File: config.mk
export PLATFORM = sky130hd
export DESIGN_NAME = ofmap_packetizer
export DESIGN_NICKNAME = d
export VERILOG_FILES = /design/src/rtl/ofmap_packetizer.sv
export SDC_FILE = /design/constraint.sdc
export NUM_CORES = 1
export LEC_CHECK = 0
export CAP_MARGIN = 10
export CORE_UTILIZATION = 58
export CTS_CLUSTER_SIZE = 14
export DETAILED_ROUTE_END_ITERATION = 8
export PLACE_DENSITY = 0.85
export SLEW_MARGIN = 30
export SYNTH_ARGS = -nofsm -noshare
export SYNTH_HDL_FRONTEND = slang
export SYNTH_SLANG_ARGS = --single-unit
File: constraint.sdc
create_clock -name clk -period 4.8 [get_ports clk]
set_clock_uncertainty 0.1 [all_clocks]
set_input_delay 0.72 -clock clk [delete_from_list [all_inputs] [get_ports clk]]
set_output_delay 0.72 -clock clk [all_outputs]
set_load 0.02 [all_outputs]
File: src/rtl/ofmap_packetizer.sv
// Converts output-spike / row-end events into 64-bit NoC packets via a FIFO and counts DONE pops per timestep.
// Optional statistics outputs are built when OFMAP_PACKETIZER_STATS_EN is defined.
module ofmap_packetizer #(
   parameter int unsigned FIFO_DEPTH   = 8,
   parameter int unsigned SRC_ADDR     = 9,
   parameter int unsigned DST_ADDR     = 0,
   parameter int unsigned OFMAP_DIM    = 21,
   parameter int unsigned DONES_PER_TS = 7
) (
   input  logic        clk,
   input  logic        rst_n,
   input  logic        in_valid,
   output logic        in_ready,
   input  logic [4:0]  in_x,
   input  logic [4:0]  in_y,
   input  logic        in_fire,
   input  logic        in_last,
   output logic        pkt_valid,
   input  logic        pkt_ready,
   output logic [63:0] pkt_data,
   output logic [7:0]  ts_count,
`ifdef OFMAP_PACKETIZER_STATS_EN
   output logic [15:0] stat_spikes,
   output logic [15:0] stat_drops,
`endif
   output logic        err_range
);

   localparam int unsigned AW        = $clog2(FIFO_DEPTH);
   localparam logic [63:0] HDR       = {4'(SRC_ADDR), 4'(DST_ADDR), 2'b11, 54'd0};
   localparam logic [9:0]  DONE_CODE = 10'h1FF;
   localparam logic [5:0]  DIM       = 6'(OFMAP_DIM);
   localparam logic [AW:0] READY_MAX = (AW+1)'(FIFO_DEPTH - 2);
   localparam logic [7:0]  DONE_LAST = 8'(DONES_PER_TS - 1);

   typedef enum logic {COUNT, ROLL} tsState_t;

   logic [63:0]   mem [FIFO_DEPTH];
   logic [AW-1:0] rdPtr, wrPtr, wrPtrNext1;
   logic [AW:0]   occ, occNext;
   logic [1:0]    numPush;
   logic          accept, inRange, pushSpike, pushDone, dropSpike;
   logic          pop, headDone, popDone, popSpike;
   logic [7:0]    doneCnt;
   tsState_t      state, stateNext;

   assign accept     = in_valid & in_ready;
   assign inRange    = ({1'b0, in_x} < DIM) & ({1'b0, in_y} < DIM);
   assign pushSpike  = accept & in_fire & inRange;
   assign dropSpike  = accept & in_fire & ~inRange;
   assign pushDone   = accept & in_last;
   assign numPush    = {1'b0, pushSpike} + {1'b0, pushDone};
   assign wrPtrNext1 = wrPtr + AW'(1);

   assign pkt_valid = (occ != '0);
   assign pkt_data  = pkt_valid ? mem[rdPtr] : '0;
   assign pop       = pkt_valid & pkt_ready;
   assign headDone  = (pkt_data[9:0] == DONE_CODE);
   assign popDone   = pop & headDone;
   assign popSpike  = pop & ~headDone;
   assign occNext   = occ + (AW+1)'(numPush) - (AW+1)'(pop);

   // DONE lands in the slot after the spike when both are written together
   always_ff @(posedge clk) begin
      if (pushSpike) mem[wrPtr] <= HDR | {54'd0, in_x, in_y};
      if (pushDone)  mem[pushSpike ? wrPtrNext1 : wrPtr] <= HDR | {54'd0, DONE_CODE};
   end

   always_ff @(posedge clk or negedge rst_n) begin
      if (!rst_n) begin
         rdPtr     <= '0;
         wrPtr     <= '0;
         occ       <= '0;
         in_ready  <= 1'b0;
         err_range <= 1'b0;
      end else begin
         wrPtr    <= wrPtr + AW'(numPush);
         rdPtr    <= rdPtr + AW'(pop);
         occ      <= occNext;
         in_ready <= (occNext <= READY_MAX);
         if (dropSpike) err_range <= 1'b1;
      end
   end

   always_ff @(posedge clk or negedge rst_n) begin
      if (!rst_n) state <= COUNT;
      else        state <= stateNext;
   end

   always_comb begin
      stateNext = state;
      case (state)
         COUNT:   if (popDone && doneCnt == DONE_LAST) stateNext = ROLL;
         ROLL:    stateNext = COUNT;
         default: stateNext = COUNT;
      endcase
   end

   always_ff @(posedge clk or negedge rst_n) begin
      if (!rst_n) begin
         doneCnt  <= '0;
         ts_count <= '0;
      end else if (state == ROLL) begin
         doneCnt  <= {7'd0, popDone};
         ts_count <= ts_count + 8'd1;
      end else if (popDone) begin
         doneCnt  <= doneCnt + 8'd1;
      end
   end

`ifdef OFMAP_PACKETIZER_STATS_EN
   always_ff @(posedge clk or negedge rst_n) begin
      if (!rst_n) begin
         stat_spikes <= '0;
         stat_drops  <= '0;
      end else if (state == ROLL) begin
         stat_spikes <= {15'd0, popSpike};
         stat_drops  <= {15'd0, dropSpike};
      end else begin
         if (popSpike && stat_spikes != '1) stat_spikes <= stat_spikes + 16'd1;
         if (dropSpike && stat_drops != '1) stat_drops <= stat_drops + 16'd1;
      end
   end
`else
   // statistics counters not built
`endif

endmodule

==> impl_metrics.prom <==
# TYPE chip_impl_metric gauge
chip_impl_metric{name="synthesis.area_per_instance",unit="um^2"} 10.1
chip_impl_metric{name="antenna_violations_before_repair",unit=""} 0
chip_impl_metric{name="clkSinkCount",unit=""} 109
chip_impl_metric{name="die_outline_area",unit="mm^2"} 0.0103
chip_impl_metric{name="postCtsHoldBufs",unit=""} 0
chip_impl_metric{name="sw_frac_of_total",unit="%"} 40.5
chip_impl_metric{name="final-hold-violation-count",unit=""} 0
chip_impl_metric{name="fp-row-count",unit=""} 35
chip_impl_metric{name="fraction_of_layout_cells_with_a_size_suffix_above_1",unit="%"} 9.75
chip_impl_metric{name="postRouteAntennaNets",unit=""} 0
chip_impl_metric{name="synth.ff_latch_count",unit=""} 109
chip_impl_metric{name="grt_first_pass_wirelength",unit="um"} 20000
chip_impl_metric{name="worstPathArrival",unit="ns"} 2.86
chip_impl_info{name="critical-path-slowest-cell",value="clkdlybuf4s50_1"} 1
chip_impl_metric{name="edff_count_synth",unit=""} 0
chip_impl_metric{name="totalWireLength",unit="um"} 12800
chip_impl_metric{name="clock_power_share",unit="%"} 13.1
chip_impl_metric{name="fmax",unit="GHz"} 0.272
chip_impl_metric{name="antenna_cells",unit=""} 0
chip_impl_metric{name="tightestPinTransition",unit="ns"} 0.882
chip_impl_metric{name="global_route.usage.total",unit="%"} 26.2
chip_impl_metric{name="detail_route.iter0.violations",unit=""} 334
chip_impl_metric{name="min_delay_path_depth",unit=""} 1
chip_impl_metric{name="timing.slew.headroom",unit="%"} 40.9
chip_impl_metric{name="floorplan.io_pins",unit=""} 91
chip_impl_metric{name="floorplan.die.width",unit="um"} 101
chip_impl_metric{name="power.switching",unit="W"} 0.00161
chip_impl_metric{name="final-seq-area",unit="mm^2"} 0.00233
chip_impl_metric{name="grt_pass1_vias",unit=""} 3957
chip_impl_metric{name="cts_buffers",unit=""} 9
chip_impl_metric{name="drv.max_cap_violation_count",unit=""} 0
chip_impl_info{name="result_of_the_run",value="completed"} 1
chip_impl_metric{name="initial_core_util",unit="%"} 60.9
chip_impl_info{name="yosys_most_used_dff",value="dfxtp_1"} 1
chip_impl_metric{name="inst_count_dp",unit=""} 708
chip_impl_metric{name="place_congestion",unit=""} 0.840
chip_impl_metric{name="ys_warn_count",unit=""} 0
chip_impl_metric{name="combPwrFrac",unit="%"} 46.5
chip_impl_info{name="critical_path_class",value="reg2out"} 1
chip_impl_metric{name="power.density_cell_area",unit="mW/mm^2"} 644
chip_impl_metric{name="final_cell_count_no_fill",unit=""} 724
chip_impl_metric{name="grt_start_max_net_pins",unit=""} 30
chip_impl_metric{name="timing.setup.tns",unit="ns"} 0
chip_impl_metric{name="place.detailed.hpwl",unit="um"} 9000
chip_impl_metric{name="final.fill_count",unit=""} 734
chip_impl_metric{name="areaGrowthSynthToFinish",unit="%"} 7.99
chip_impl_metric{name="number_of_cells_upsized_or_downsized_after_cts",unit=""} 0
chip_impl_info{name="tritoncts",value="done"} 1
chip_impl_metric{name="syn-instance-count",unit=""} 567
chip_impl_metric{name="clk_pin_slew_worst_paths",unit="ns"} 0.10
chip_impl_metric{name="remaining_drc_errors",unit=""} 0
chip_impl_metric{name="critical_path.max_stage_delay",unit="ns"} 0.70
chip_impl_metric{name="multi_input_comb_area",unit="mm^2"} 0.00295
chip_impl_metric{name="core_area",unit="mm^2"} 0.00942
chip_impl_metric{name="slew_violations",unit=""} 0
chip_impl_metric{name="post_cts.repair.setup_buffers",unit=""} 0
chip_impl_metric{name="floorplan.die.height",unit="um"} 101
chip_impl_info{name="r2r-start",value="rdPtr[1]"} 1
chip_impl_metric{name="nNetsFinal",unit=""} 622
chip_impl_metric{name="cts.htree.levels",unit=""} 3
chip_impl_info{name="critPathCaptureType",value="primary output"} 1
chip_impl_metric{name="synth.yosys.seq_area_share",unit="%"} 40.6
chip_impl_metric{name="cp_required",unit="ns"} 3.98
chip_impl_metric{name="power_leakage",unit="nW"} 2.66
chip_impl_metric{name="power_report.internal_total",unit="W"} 0.00237
chip_impl_info{name="synth_area_leaders",value="dfxtp_1 (28%), mux2i_1 (15%), dfrtp_1 (13%)"} 1
chip_impl_metric{name="global_route.overflow_total",unit=""} 0
chip_impl_metric{name="route.detailed.wl_per_inst",unit="um"} 17.7
chip_impl_metric{name="setup.reg_to_reg.worst_slack",unit="ns"} 1.54
chip_impl_info{name="hold_start",value="err_range"} 1
chip_impl_metric{name="insertion_delay",unit="ns"} 0.38
chip_impl_info{name="reg2reg_to",value="doneCnt[5]"} 1
chip_impl_metric{name="time_the_final_worst_path_needs_with_i_o_delays_and_setup",unit="ns"} 3.68
chip_impl_metric{name="worst_slack_on_hold_paths",unit="ns"} 0.373
chip_impl_metric{name="synth_cell_types",unit=""} 50
chip_impl_metric{name="port_buffers",unit=""} 40
chip_impl_metric{name="rr_worst_depth",unit=""} 7
chip_impl_metric{name="layout_worst_path_cycle_share",unit="%"} 76.7
chip_impl_info{name="crit_path_cell_trace",value="buf_4 -> mux4_2 -> mux2i_1 -> nor2_1 -> clkdlybuf4s50_1"} 1
chip_impl_metric{name="buffer_levels_on_the_longest_clock_path",unit=""} 2
chip_impl_info{name="min_to",value="err_range"} 1
chip_impl_metric{name="area_share_of_the_largest_cell_type_after_synthesis",unit="%"} 27.9
chip_impl_metric{name="asyncSetResetFlopFracSynth",unit="%"} 26.6
chip_impl_metric{name="worstPathMaxFanout",unit=""} 21
chip_impl_info{name="hold_path_class",value="reg2reg"} 1
chip_impl_metric{name="syn-cell-area",unit="mm^2"} 0.00573
chip_impl_info{name="synthDominantAreaCellType",value="dfxtp_1"} 1
chip_impl_metric{name="route.vias.total",unit=""} 4173
chip_impl_info{name="critical_path_launch_point_type",value="flop"} 1
chip_impl_info{name="cts_root_buffer",value="clkbuf_8"} 1
chip_impl_info{name="grt_setup_unrepaired",value="no"} 1
chip_impl_metric{name="power.share.sequential",unit="%"} 40.3
chip_impl_metric{name="power.ir.vdd_worst",unit="mV"} 0.360
chip_impl_metric{name="viasPerCell",unit=""} 5.76
chip_impl_metric{name="detail_route.first_pass.iterations",unit=""} 5
chip_impl_metric{name="setup_viol_count_final",unit=""} 0
[worst max-delay path: cells and delay by family, from the launching register on]
| family | cells | cell delay (ns) |
|---|---|---|
| flip-flops | 1 | 0.51 |
| multiplexers | 2 | 0.38 |
| AND/OR/NAND/NOR | 1 | 0.46 |
| buffers and inverters | 2 | 1.12 |
[cell usage in the layout (no fill, tap or decap), types with 3 or more instances in the layout]
| cell | synthesis | final |
|---|---|---|
| a21oi_1 | 5 | 5 |
| a22oi_1 | 3 | 3 |
| a31oi_1 | 9 | 9 |
| and3_1 | 7 | 7 |
| buf_4 | 56 | 13 |
| clkbuf_8 | 0 | 9 |
| clkdlybuf4s50_1 | 0 | 40 |
| conb_1 | 1 | 50 |
| dfrtp_1 | 29 | 29 |
| dfxtp_1 | 80 | 80 |
| ha_1 | 14 | 14 |
| inv_1 | 18 | 18 |
| inv_6 | 0 | 4 |
| mux2_2 | 3 | 3 |
| mux2i_1 | 84 | 84 |
| mux4_1 | 5 | 5 |
| mux4_2 | 11 | 11 |
| nand2_1 | 81 | 81 |
| nand3_1 | 28 | 28 |
| nand4_1 | 6 | 6 |
| nor2_1 | 14 | 14 |
| nor2b_1 | 4 | 4 |
| nor3_2 | 1 | 4 |
| o21a_1 | 4 | 4 |
| o21ai_0 | 11 | 11 |
| o21ai_1 | 4 | 4 |
| o31ai_1 | 5 | 5 |
| or4_1 | 4 | 4 |
| xnor2_1 | 6 | 6 |
| xor2_1 | 8 | 8 |
[worst max path at each step]
stage               startpoint     endpoint
floorplan              in_y[0]     in_ready
global placement       in_x[1]     in_ready
detailed placement     in_x[1]     in_ready
CTS                   rdPtr[1]  pkt_data[0]
global route           in_x[1]     in_ready
finish                rdPtr[1]  pkt_data[2]
[flip-flops by register name, indices dropped and copies added (netlist names)]
name       flops
err_range      1
ts_count       8
doneCnt        8
mem           80
occ            4
rdPtr          3
wrPtr          3
state          1
in_ready       1
[cell families (layout without fill, tap and decap cells)]
family / Yosys count / after routing / synth area share [%]
and+or+nand+nor: 164 / 164 / 13.7
buffers and inverters: 109 / 88 / 11.9
DFF: 109 / 109 / 40.6
xor gates and xnor gates: 14 / 14 / 2.14
adders and majority gates: 16 / 16 / 3.75
other: 1 / 50 / 0.0654
AOI/OAI and AO/OA: 49 / 49 / 5.59
muxes: 105 / 105 / 22.3
[layer usage]
metal	up-vias	routed length, um	track usage [%]
li1	1918	-	-
met1	2010	5150	31.5
met2	207	6340	44.1
met3	38	945	6.63
met4	0	375	12.5
met5	-	0	0
[through the flow]
step                setup slack [ns]  total power (W)  util, %  area (um^2)
floorplan                       1.65          0.00296        -         5920
global placement               0.969          0.00335     63.9         6010
detailed placement             0.767          0.00346     63.9         6010
CTS                             1.15          0.00398     65.7         6190
global route                   0.921          0.00423     65.7         6190
finish                          1.12          0.00399     65.7         6190
[cell usage after synthesis, types with 5 or more instances]
library cell and instances:
clkbuf_1 19, nor2_1 14, buf_2 9, mux4_2 11, a31oi_1 9, o21ai_0 11
dfrtp_1 29, mux2i_1 84, nand2_1 81, o31ai_1 5, mux4_1 5, and3_1 7
a21oi_1 5, xor2_1 8, inv_1 18, ha_1 14, buf_4 56, nand4_1 6
xnor2_1 6, dfxtp_1 80, nand3_1 28
[power by group through the flow]
stage / Sequential [W] / Clock, W / Combinational (W)
2_1_floorplan: 0.00146 / 0 / 0.00150
3_3_place_gp: 0.00158 / 0 / 0.00177
3_5_place_dp: 0.00161 / 0 / 0.00185
4_1_cts: 0.00160 / 0.000532 / 0.00185
5_1_grt: 0.00165 / 0.000570 / 0.00201
6_report: 0.00161 / 0.000523 / 0.00186
[cell type report]
type / instances / share of cell area [%]
multi-input cells: 398 / 47.6
clock buffers: 9 / 2.00
inverters: 19 / 1.23
repair buffers: 53 / 8.05
clock inverters: 7 / 0.869
well taps: 129 / 2.61
flip-flops and latches: 109 / 37.6
(Power assumes the default switching activity.)
